[config.mk]
export PLATFORM = sky130hd
export DESIGN_NAME = tlb_op_ctrl_flat
export DESIGN_NICKNAME = d
export VERILOG_FILES = /design/src/rtl/tlb_op_ctrl_if.sv /design/src/rtl/tlb_op_ctrl.sv /design/src/flat_wrapper.sv
export SDC_FILE = /design/constraint.sdc
export NUM_CORES = 1
export LEC_CHECK = 0
export BUFFER_PORTS_ARGS = -buffer_cell sky130_fd_sc_hd__buf_2
export CAP_MARGIN = 20
export CORE_ASPECT_RATIO = 1.5
export CORE_MARGIN = 5
export CORE_UTILIZATION = 32
export CTS_CLUSTER_DIAMETER = 80
export CTS_CLUSTER_SIZE = 28
export DETAILED_ROUTE_END_ITERATION = 8
export HOLD_SLACK_MARGIN = 0.02
export SYNTH_ARGS = -nofsm -noshare
export SYNTH_HDL_FRONTEND = slang
export SYNTH_SLANG_ARGS = --single-unit
[constraint.sdc]
create_clock -name clk -period 6.1 [get_ports clk]
set_clock_uncertainty 0.2 [all_clocks]
set_input_delay 0.61 -clock clk [delete_from_list [all_inputs] [get_ports clk]]
set_output_delay 0.61 -clock clk [all_outputs]
set_load 0.02 [all_outputs]
[src/rtl/tlb_op_ctrl_if.sv]
// Bundle of all non-clock signals of the TLB operation sequencer: WB request,
// CP0 register values and update pulses, TLB search/read/write ports, refetch.
interface tlb_op_ctrl_if #(
    parameter int unsigned IDXW = 4
);
    // WB request
    logic            req_valid;
    logic [1:0]      req_op;
    logic [31:0]     req_pc;
    logic            req_ready;

    // Current CP0 register values
    logic [31:0]     c0_entryhi;
    logic [31:0]     c0_entrylo0;
    logic [31:0]     c0_entrylo1;
    logic [31:0]     c0_index;

    // TLB search port
    logic [18:0]     s_vpn2;
    logic [7:0]      s_asid;
    logic            s_found;
    logic [IDXW-1:0] s_index;

    // TLB read port
    logic [IDXW-1:0] r_index;

    // TLB write port
    logic            w_we;
    logic [IDXW-1:0] w_index;
    logic [18:0]     w_vpn2;
    logic [7:0]      w_asid;
    logic            w_g;
    logic [19:0]     w_pfn0;
    logic [19:0]     w_pfn1;
    logic [2:0]      w_c0;
    logic [2:0]      w_c1;
    logic            w_d0;
    logic            w_d1;
    logic            w_v0;
    logic            w_v1;

    // CP0 update pulses
    logic            tlbp;
    logic            tlbp_found;
    logic [IDXW-1:0] tlbp_index;
    logic            tlbr;

    // Front-end refetch
    logic            refetch_valid;
    logic [31:0]     refetch_pc;
    logic            refetch_ready;

    logic            busy;

    // Sequencer side
    modport slave (
        input  req_valid, req_op, req_pc,
        input  c0_entryhi, c0_entrylo0, c0_entrylo1, c0_index,
        input  s_found, s_index, refetch_ready,
        output req_ready, s_vpn2, s_asid, r_index,
        output w_we, w_index, w_vpn2, w_asid, w_g, w_pfn0, w_pfn1,
        output w_c0, w_c1, w_d0, w_d1, w_v0, w_v1,
        output tlbp, tlbp_found, tlbp_index, tlbr,
        output refetch_valid, refetch_pc, busy
    );

    // Environment side (WB, CP0, TLB, front end)
    modport master (
        output req_valid, req_op, req_pc,
        output c0_entryhi, c0_entrylo0, c0_entrylo1, c0_index,
        output s_found, s_index, refetch_ready,
        input  req_ready, s_vpn2, s_asid, r_index,
        input  w_we, w_index, w_vpn2, w_asid, w_g, w_pfn0, w_pfn1,
        input  w_c0, w_c1, w_d0, w_d1, w_v0, w_v1,
        input  tlbp, tlbp_found, tlbp_index, tlbr,
        input  refetch_valid, refetch_pc, busy
    );
endinterface

[src/rtl/tlb_op_ctrl.sv]
// TLB management sequencer for TLBP / TLBR / TLBWI. Accepts one operation from
// WB, snapshots the CP0 state, drives the TLB ports in a fixed order, pulses the
// CP0 update strobes and requests a refetch after context-changing operations.
module tlb_op_ctrl #(
    parameter int unsigned TLBNUM = 16
) (
    input  logic         clk,
    input  logic         resetn,
    tlb_op_ctrl_if.slave bus
);

    localparam int unsigned IdxW = $clog2(TLBNUM);

    typedef enum logic [1:0] {
        OpNone  = 2'b00,
        OpTlbp  = 2'b01,
        OpTlbr  = 2'b10,
        OpTlbwi = 2'b11
    } op_e;

    typedef enum logic [2:0] {
        StIdle,
        StSrch,
        StPwb,
        StRead,
        StWrite,
        StRefetch
    } state_e;

    state_e            state_q, state_d;

    // Snapshot taken at acceptance; CP0 changes afterwards must not leak in.
    op_e               snap_op_q, snap_op_d;
    logic [31:0]       snap_pc_q, snap_pc_d;
    logic [18:0]       snap_vpn2_q, snap_vpn2_d;
    logic [7:0]        snap_asid_q, snap_asid_d;
    logic [25:0]       snap_lo0_q, snap_lo0_d;
    logic [25:0]       snap_lo1_q, snap_lo1_d;
    logic [IdxW-1:0]   snap_index_q, snap_index_d;

    // Search result captured at the end of SRCH, presented during PWB.
    logic              srch_found_q, srch_found_d;
    logic [IdxW-1:0]   srch_index_q, srch_index_d;

    logic              accept;

    assign accept = (state_q == StIdle) && bus.req_valid && (bus.req_op != OpNone);

    // Next-state and snapshot/search-result capture.
    always_comb begin
        state_d      = state_q;
        snap_op_d    = snap_op_q;
        snap_pc_d    = snap_pc_q;
        snap_vpn2_d  = snap_vpn2_q;
        snap_asid_d  = snap_asid_q;
        snap_lo0_d   = snap_lo0_q;
        snap_lo1_d   = snap_lo1_q;
        snap_index_d = snap_index_q;
        srch_found_d = srch_found_q;
        srch_index_d = srch_index_q;

        case (state_q)
            StIdle: begin
                if (accept) begin
                    snap_op_d    = op_e'(bus.req_op);
                    snap_pc_d    = bus.req_pc;
                    snap_vpn2_d  = bus.c0_entryhi[31:13];
                    snap_asid_d  = bus.c0_entryhi[7:0];
                    snap_lo0_d   = bus.c0_entrylo0[25:0];
                    snap_lo1_d   = bus.c0_entrylo1[25:0];
                    snap_index_d = bus.c0_index[IdxW-1:0];
                    case (op_e'(bus.req_op))
                        OpTlbp:  state_d = StSrch;
                        OpTlbr:  state_d = StRead;
                        OpTlbwi: state_d = StWrite;
                        default: state_d = StIdle;
                    endcase
                end
            end
            StSrch: begin
                srch_found_d = bus.s_found;
                srch_index_d = bus.s_index;
                state_d      = StPwb;
            end
            StPwb:     state_d = StIdle;
            StRead:    state_d = StRefetch;
            StWrite:   state_d = StRefetch;
            StRefetch: begin
                if (bus.refetch_ready) begin
                    state_d = StIdle;
                end
            end
            default:   state_d = StIdle;
        endcase
    end

    // Single state register for the FSM, snapshot and search result.
    always_ff @(posedge clk or negedge resetn) begin
        if (!resetn) begin
            state_q      <= StIdle;
            snap_op_q    <= OpNone;
            snap_pc_q    <= '0;
            snap_vpn2_q  <= '0;
            snap_asid_q  <= '0;
            snap_lo0_q   <= '0;
            snap_lo1_q   <= '0;
            snap_index_q <= '0;
            srch_found_q <= 1'b0;
            srch_index_q <= '0;
        end else begin
            state_q      <= state_d;
            snap_op_q    <= snap_op_d;
            snap_pc_q    <= snap_pc_d;
            snap_vpn2_q  <= snap_vpn2_d;
            snap_asid_q  <= snap_asid_d;
            snap_lo0_q   <= snap_lo0_d;
            snap_lo1_q   <= snap_lo1_d;
            snap_index_q <= snap_index_d;
            srch_found_q <= srch_found_d;
            srch_index_q <= srch_index_d;
        end
    end

    // Moore outputs: decoded from registered state and snapshot only, so each
    // port is zero outside its own state and pulses last exactly one state.
    always_comb begin
        bus.req_ready     = (state_q == StIdle) && resetn;
        bus.busy          = (state_q != StIdle);
        bus.s_vpn2        = '0;
        bus.s_asid        = '0;
        bus.r_index       = '0;
        bus.w_we          = 1'b0;
        bus.w_index       = '0;
        bus.w_vpn2        = '0;
        bus.w_asid        = '0;
        bus.w_g           = 1'b0;
        bus.w_pfn0        = '0;
        bus.w_pfn1        = '0;
        bus.w_c0          = '0;
        bus.w_c1          = '0;
        bus.w_d0          = 1'b0;
        bus.w_d1          = 1'b0;
        bus.w_v0          = 1'b0;
        bus.w_v1          = 1'b0;
        bus.tlbp          = 1'b0;
        bus.tlbp_found    = 1'b0;
        bus.tlbp_index    = '0;
        bus.tlbr          = 1'b0;
        bus.refetch_valid = 1'b0;
        bus.refetch_pc    = '0;

        case (state_q)
            StSrch: begin
                bus.s_vpn2 = snap_vpn2_q;
                bus.s_asid = snap_asid_q;
            end
            StPwb: begin
                bus.tlbp       = 1'b1;
                bus.tlbp_found = srch_found_q;
                bus.tlbp_index = srch_index_q;
            end
            StRead: begin
                bus.r_index = snap_index_q;
                bus.tlbr    = 1'b1;
            end
            StWrite: begin
                // EntryLo: PFN[25:6], C[5:3], D[2], V[1], G[0]
                bus.w_we    = 1'b1;
                bus.w_index = snap_index_q;
                bus.w_vpn2  = snap_vpn2_q;
                bus.w_asid  = snap_asid_q;
                bus.w_g     = snap_lo0_q[0] & snap_lo1_q[0];
                bus.w_pfn0  = snap_lo0_q[25:6];
                bus.w_pfn1  = snap_lo1_q[25:6];
                bus.w_c0    = snap_lo0_q[5:3];
                bus.w_c1    = snap_lo1_q[5:3];
                bus.w_d0    = snap_lo0_q[2];
                bus.w_d1    = snap_lo1_q[2];
                bus.w_v0    = snap_lo0_q[1];
                bus.w_v1    = snap_lo1_q[1];
            end
            StRefetch: begin
                bus.refetch_valid = 1'b1;
                bus.refetch_pc    = snap_pc_q + 32'd4;
            end
            default: ;
        endcase
    end

    // CP0 bits outside the snapshot fields, and the latched op, are not needed
    // to sequence the operation.
    logic unused_bits;
    assign unused_bits = ^{bus.c0_entryhi[12:8], bus.c0_entrylo0[31:26],
                           bus.c0_entrylo1[31:26], bus.c0_index[31:IdxW], snap_op_q};

endmodule

[src/flat_wrapper.sv]
// flat-port wrapper written by rule: the top's interface ports become plain ports
module tlb_op_ctrl_flat 
#(
    parameter int unsigned TLBNUM = 16
)
  (clk, resetn, bus_req_valid, bus_req_op, bus_req_pc, bus_c0_entryhi, bus_c0_entrylo0, bus_c0_entrylo1, bus_c0_index, bus_s_found, bus_s_index, bus_refetch_ready, bus_req_ready, bus_s_vpn2, bus_s_asid, bus_r_index, bus_w_we, bus_w_index, bus_w_vpn2, bus_w_asid, bus_w_g, bus_w_pfn0, bus_w_pfn1, bus_w_c0, bus_w_c1, bus_w_d0, bus_w_d1, bus_w_v0, bus_w_v1, bus_tlbp, bus_tlbp_found, bus_tlbp_index, bus_tlbr, bus_refetch_valid, bus_refetch_pc, bus_busy);
  tlb_op_ctrl_if #(.IDXW(4)) bus_i ();
  input  logic clk;
  input  logic resetn;
  input wire logic [$bits(bus_i.req_valid)-1:0] bus_req_valid;
  input wire logic [$bits(bus_i.req_op)-1:0] bus_req_op;
  input wire logic [$bits(bus_i.req_pc)-1:0] bus_req_pc;
  input wire logic [$bits(bus_i.c0_entryhi)-1:0] bus_c0_entryhi;
  input wire logic [$bits(bus_i.c0_entrylo0)-1:0] bus_c0_entrylo0;
  input wire logic [$bits(bus_i.c0_entrylo1)-1:0] bus_c0_entrylo1;
  input wire logic [$bits(bus_i.c0_index)-1:0] bus_c0_index;
  input wire logic [$bits(bus_i.s_found)-1:0] bus_s_found;
  input wire logic [$bits(bus_i.s_index)-1:0] bus_s_index;
  input wire logic [$bits(bus_i.refetch_ready)-1:0] bus_refetch_ready;
  output wire logic [$bits(bus_i.req_ready)-1:0] bus_req_ready;
  output wire logic [$bits(bus_i.s_vpn2)-1:0] bus_s_vpn2;
  output wire logic [$bits(bus_i.s_asid)-1:0] bus_s_asid;
  output wire logic [$bits(bus_i.r_index)-1:0] bus_r_index;
  output wire logic [$bits(bus_i.w_we)-1:0] bus_w_we;
  output wire logic [$bits(bus_i.w_index)-1:0] bus_w_index;
  output wire logic [$bits(bus_i.w_vpn2)-1:0] bus_w_vpn2;
  output wire logic [$bits(bus_i.w_asid)-1:0] bus_w_asid;
  output wire logic [$bits(bus_i.w_g)-1:0] bus_w_g;
  output wire logic [$bits(bus_i.w_pfn0)-1:0] bus_w_pfn0;
  output wire logic [$bits(bus_i.w_pfn1)-1:0] bus_w_pfn1;
  output wire logic [$bits(bus_i.w_c0)-1:0] bus_w_c0;
  output wire logic [$bits(bus_i.w_c1)-1:0] bus_w_c1;
  output wire logic [$bits(bus_i.w_d0)-1:0] bus_w_d0;
  output wire logic [$bits(bus_i.w_d1)-1:0] bus_w_d1;
  output wire logic [$bits(bus_i.w_v0)-1:0] bus_w_v0;
  output wire logic [$bits(bus_i.w_v1)-1:0] bus_w_v1;
  output wire logic [$bits(bus_i.tlbp)-1:0] bus_tlbp;
  output wire logic [$bits(bus_i.tlbp_found)-1:0] bus_tlbp_found;
  output wire logic [$bits(bus_i.tlbp_index)-1:0] bus_tlbp_index;
  output wire logic [$bits(bus_i.tlbr)-1:0] bus_tlbr;
  output wire logic [$bits(bus_i.refetch_valid)-1:0] bus_refetch_valid;
  output wire logic [$bits(bus_i.refetch_pc)-1:0] bus_refetch_pc;
  output wire logic [$bits(bus_i.busy)-1:0] bus_busy;
  assign bus_i.req_valid = bus_req_valid;
  assign bus_i.req_op = bus_req_op;
  assign bus_i.req_pc = bus_req_pc;
  assign bus_i.c0_entryhi = bus_c0_entryhi;
  assign bus_i.c0_entrylo0 = bus_c0_entrylo0;
  assign bus_i.c0_entrylo1 = bus_c0_entrylo1;
  assign bus_i.c0_index = bus_c0_index;
  assign bus_i.s_found = bus_s_found;
  assign bus_i.s_index = bus_s_index;
  assign bus_i.refetch_ready = bus_refetch_ready;
  assign bus_req_ready = bus_i.req_ready;
  assign bus_s_vpn2 = bus_i.s_vpn2;
  assign bus_s_asid = bus_i.s_asid;
  assign bus_r_index = bus_i.r_index;
  assign bus_w_we = bus_i.w_we;
  assign bus_w_index = bus_i.w_index;
  assign bus_w_vpn2 = bus_i.w_vpn2;
  assign bus_w_asid = bus_i.w_asid;
  assign bus_w_g = bus_i.w_g;
  assign bus_w_pfn0 = bus_i.w_pfn0;
  assign bus_w_pfn1 = bus_i.w_pfn1;
  assign bus_w_c0 = bus_i.w_c0;
  assign bus_w_c1 = bus_i.w_c1;
  assign bus_w_d0 = bus_i.w_d0;
  assign bus_w_d1 = bus_i.w_d1;
  assign bus_w_v0 = bus_i.w_v0;
  assign bus_w_v1 = bus_i.w_v1;
  assign bus_tlbp = bus_i.tlbp;
  assign bus_tlbp_found = bus_i.tlbp_found;
  assign bus_tlbp_index = bus_i.tlbp_index;
  assign bus_tlbr = bus_i.tlbr;
  assign bus_refetch_valid = bus_i.refetch_valid;
  assign bus_refetch_pc = bus_i.refetch_pc;
  assign bus_busy = bus_i.busy;
  tlb_op_ctrl #(.TLBNUM(TLBNUM)) u_core (.clk(clk), .resetn(resetn), .bus(bus_i));
endmodule
==> reports/results.ini <==
[run]
cap_violations = 0

[clock_network]
cts_tree = done
cts_buffers = 17
clockBufferDepth = 2
clk_latency_ns = 0.41
clock_sinks = 123
h-tree-depth = 4
postCtsSetupRepairBufs = 0
root_buffer = clkbuf_16
clkTransAtPathRegs_ns = 0.07

[worst_setup_path]
critPathRequiredTime_ns = 5.29
cp_max_fo = 12
critPathArrivalTime_ns = 2.85
worstSetupStartpointType = flip-flop
crit_type = reg2out
end_kind = output pin

[timing]
finalSetupViolations = 0
fin_crit_ns = 3.657
min_period_over_period = 0.5996
final_hold_viol_count = 0
tightest_slew_ns = 0.7918
maxSlewViolCount = 0
max_freq_ghz = 0.2734
rsz0062_at_grt = false
tns_ns = 0
fin_ws_ns = 2.443
max_slew_margin = 0.4721

[power]
ir_worst_vdd_uv = 269.2
p_sw_mw = 1.694
seq_power_share = 0.355
pwr-share-comb = 0.417
p_clk_frac = 0.228
finalPower_mw = 4.372
switching_share = 0.3874
p_int_mw = 2.678
powerDensity_nw_per_um2 = 516.1
power.leakage_nw = 4.238

[synthesis]
synth_cell_types = 34
netlist_area_um2 = 6213
synth-simple-area-share = 0.1955
ys_seq_elements = 123
synth_nets = 717
synth_top_family_by_area = multiplexers
muxShareOfSynthArea = 0.2175
postSynthCellCount = 542
synth-xor-area-share = 0.01410
ys_seq_area_frac = 0.4954
avgSynthCellArea_um2 = 11.46
synth_warnings = 0
synth_compound_area_frac = 0.03947
synth_fa_ha_area_frac = 0.008055

[min_path]
min_path_type = in2reg

[floorplanning]
row_count = 62
dieArea_um2 = 22360
start_util = 0.3243
die_y_um = 180.7
die_w_um = 123.8
io_pins = 327
core_um2 = 19160

[global_routing]
grt_max_degree = 84
overflow = 0
grt_pass1_wl_um = 27800
grt_usage = 0.1581
grt_pass1_vias = 5296
antenna_found_initial = 0

[drt]
dr.pass1.iters = 4
drt_wl_total_um = 17230
post_drt_wl_per_cell_um = 15.89
drc = 0
drt_iter0_drc = 149
via_count = 5061
vias_per_cell = 4.669
postRouteAntennaNets = 0

[finish]
synthToLayoutAreaGrowth_pct = 36.35
layout-drive-gt1-share = 0.5411
antennaDiodeCount = 0
nFillCells = 1919
nNetsFinal = 990
mostFrequentLayoutCells = buf_2 (280), dfrtp_1 (123), and2_1 (122)
final_common_cell = buf_2

[placement]
gp_congestion = 0.7593
dp_worst_setup_slack_ns = 2.862
dpl.hpwl_um = 12740
port-buffer-count = 281

[status]
outcome = finished, final reports clean

-- path summary, 6_finish.rpt --
check	from	to	slack (ns)	cells after the start
worst max-delay path	u_core.snap_pc_q[2]	bus_refetch_pc[30]	2.44	6
worst min-delay path	bus_c0_entrylo0[16]	u_core.snap_lo0_q[16]	0.22	2
worst max register to register	u_core.state_q[1]	u_core.snap_vpn2_q[14]	3.43	5
worst min register to register	u_core.snap_lo1_q[6]	u_core.snap_lo1_q[6]	0.29	1
max in group asynchronous	resetn	u_core.snap_lo1_q[18]	4.38	3
min in group asynchronous	resetn	u_core.snap_pc_q[25]	0.35	2
-- cells by family after synthesis --
kind of cell / after synthesis
DFF: 123
buffers and inverters: 43
and+or+nand+nor: 199
muxes: 120
xor gates and xnor gates: 10
adders and majority gates: 4
AOI/OAI and AO/OA: 43
-- state kept, by name, summed over array words and instances, names as in the netlist --
register and cells:
u_core.snap_lo1_q 26, u_core.srch_index_q 4, u_core.snap_asid_q 8, u_core.snap_index_q 4, u_core.state_q 3, u_core.snap_pc_q 32, u_core.snap_lo0_q 26, u_core.srch_found_q 1
u_core.snap_vpn2_q 19
-- routing by layer --
layer / vias to the layer above / wire (um) / track usage / part of all wire
li1: 2417 / - / - / -
met1: 2410 / 6629 / 0.1795 / 0.38
met2: 216 / 8457 / 0.2613 / 0.49
met3: 18 / 1856 / 0.07224 / 0.11
met4: 0 / 284 / 0.05100 / 0.016
met5: - / 0 / 0 / 0
-- timing repair --
action | in CTS | in global routing
resized for setup | 0 | 0
endpoints found under the hold margin | 1 | 0
hold buffers | 1 | 0
-- stage by stage --
step	cell area [um2]	util	std cells	hold WS (ns)
6_report	8472	0.4421	1084	0.2159
5_1_grt	8472	0.4421	1084	0.1920
4_1_cts	8444	0.4407	1083	0.1934
3_5_place_dp	7849	0.4096	1050	0.2222
3_3_place_gp	7849	0.4096	1050	0.2215
2_1_floorplan	6213	-	542	0.1144
-- power groups by stage --
stage / Combinational [mW] / Sequential (mW) / Clock [mW]
floorplan: 1.37 / 1.44 / 0
global placement: 1.83 / 1.55 / 0
detailed placement: 1.85 / 1.57 / 0
CTS: 1.86 / 1.56 / 1.03
global route: 2.01 / 1.63 / 1.07
finish: 1.82 / 1.55 / 0.996
-- worst max-delay path, cell delays in order (launching register included) --
cell	delay (ns)
dfrtp_1	0.42
ha_1	0.25
and4_1	0.31
nand4_1	0.47
or4_1	0.66
a21oi_1	0.16
buf_2	0.18
-- synth_stat cells (all sizes together) --
cell,count,area share
a21oi,21,0.017
and2,122,0.12
and3,1,0.0010
and4,4,0.0058
buf,14,0.012
clkbuf,21,0.013
dfrtp,123,0.50
ha,4,0.0081
inv,8,0.0048
mux2,120,0.22
nand2,11,0.0066
nand2b,1,0.0010
nand3,11,0.0097
nand3b,2,0.0024
nand4,7,0.0070
nor2,11,0.0066
nor2b,1,0.0010
nor3,4,0.0032
nor3b,3,0.0036
nor4,1,0.0010
o21a,2,0.0024
o21ai,10,0.0081
o31ai,10,0.012
or3,8,0.0085
or4,12,0.015
xnor2,5,0.0070
xor2,5,0.0070
-- area by class of cell --
| class | count | area [um2] | share of cell area |
|---|---|---|---|
| clock inverter | 14 | 146.4 | 0.01728 |
| timing repair buffer | 289 | 1491 | 0.1760 |
| multi-input combinational | 376 | 2967 | 0.3502 |
| clock buffer | 18 | 439.2 | 0.05184 |
| tap | 256 | 320.3 | 0.03781 |
| sequential | 123 | 3078 | 0.3633 |
| inverter | 8 | 30.03 | 0.003545 |
Note: power is estimated with default switching activity, not from simulation.
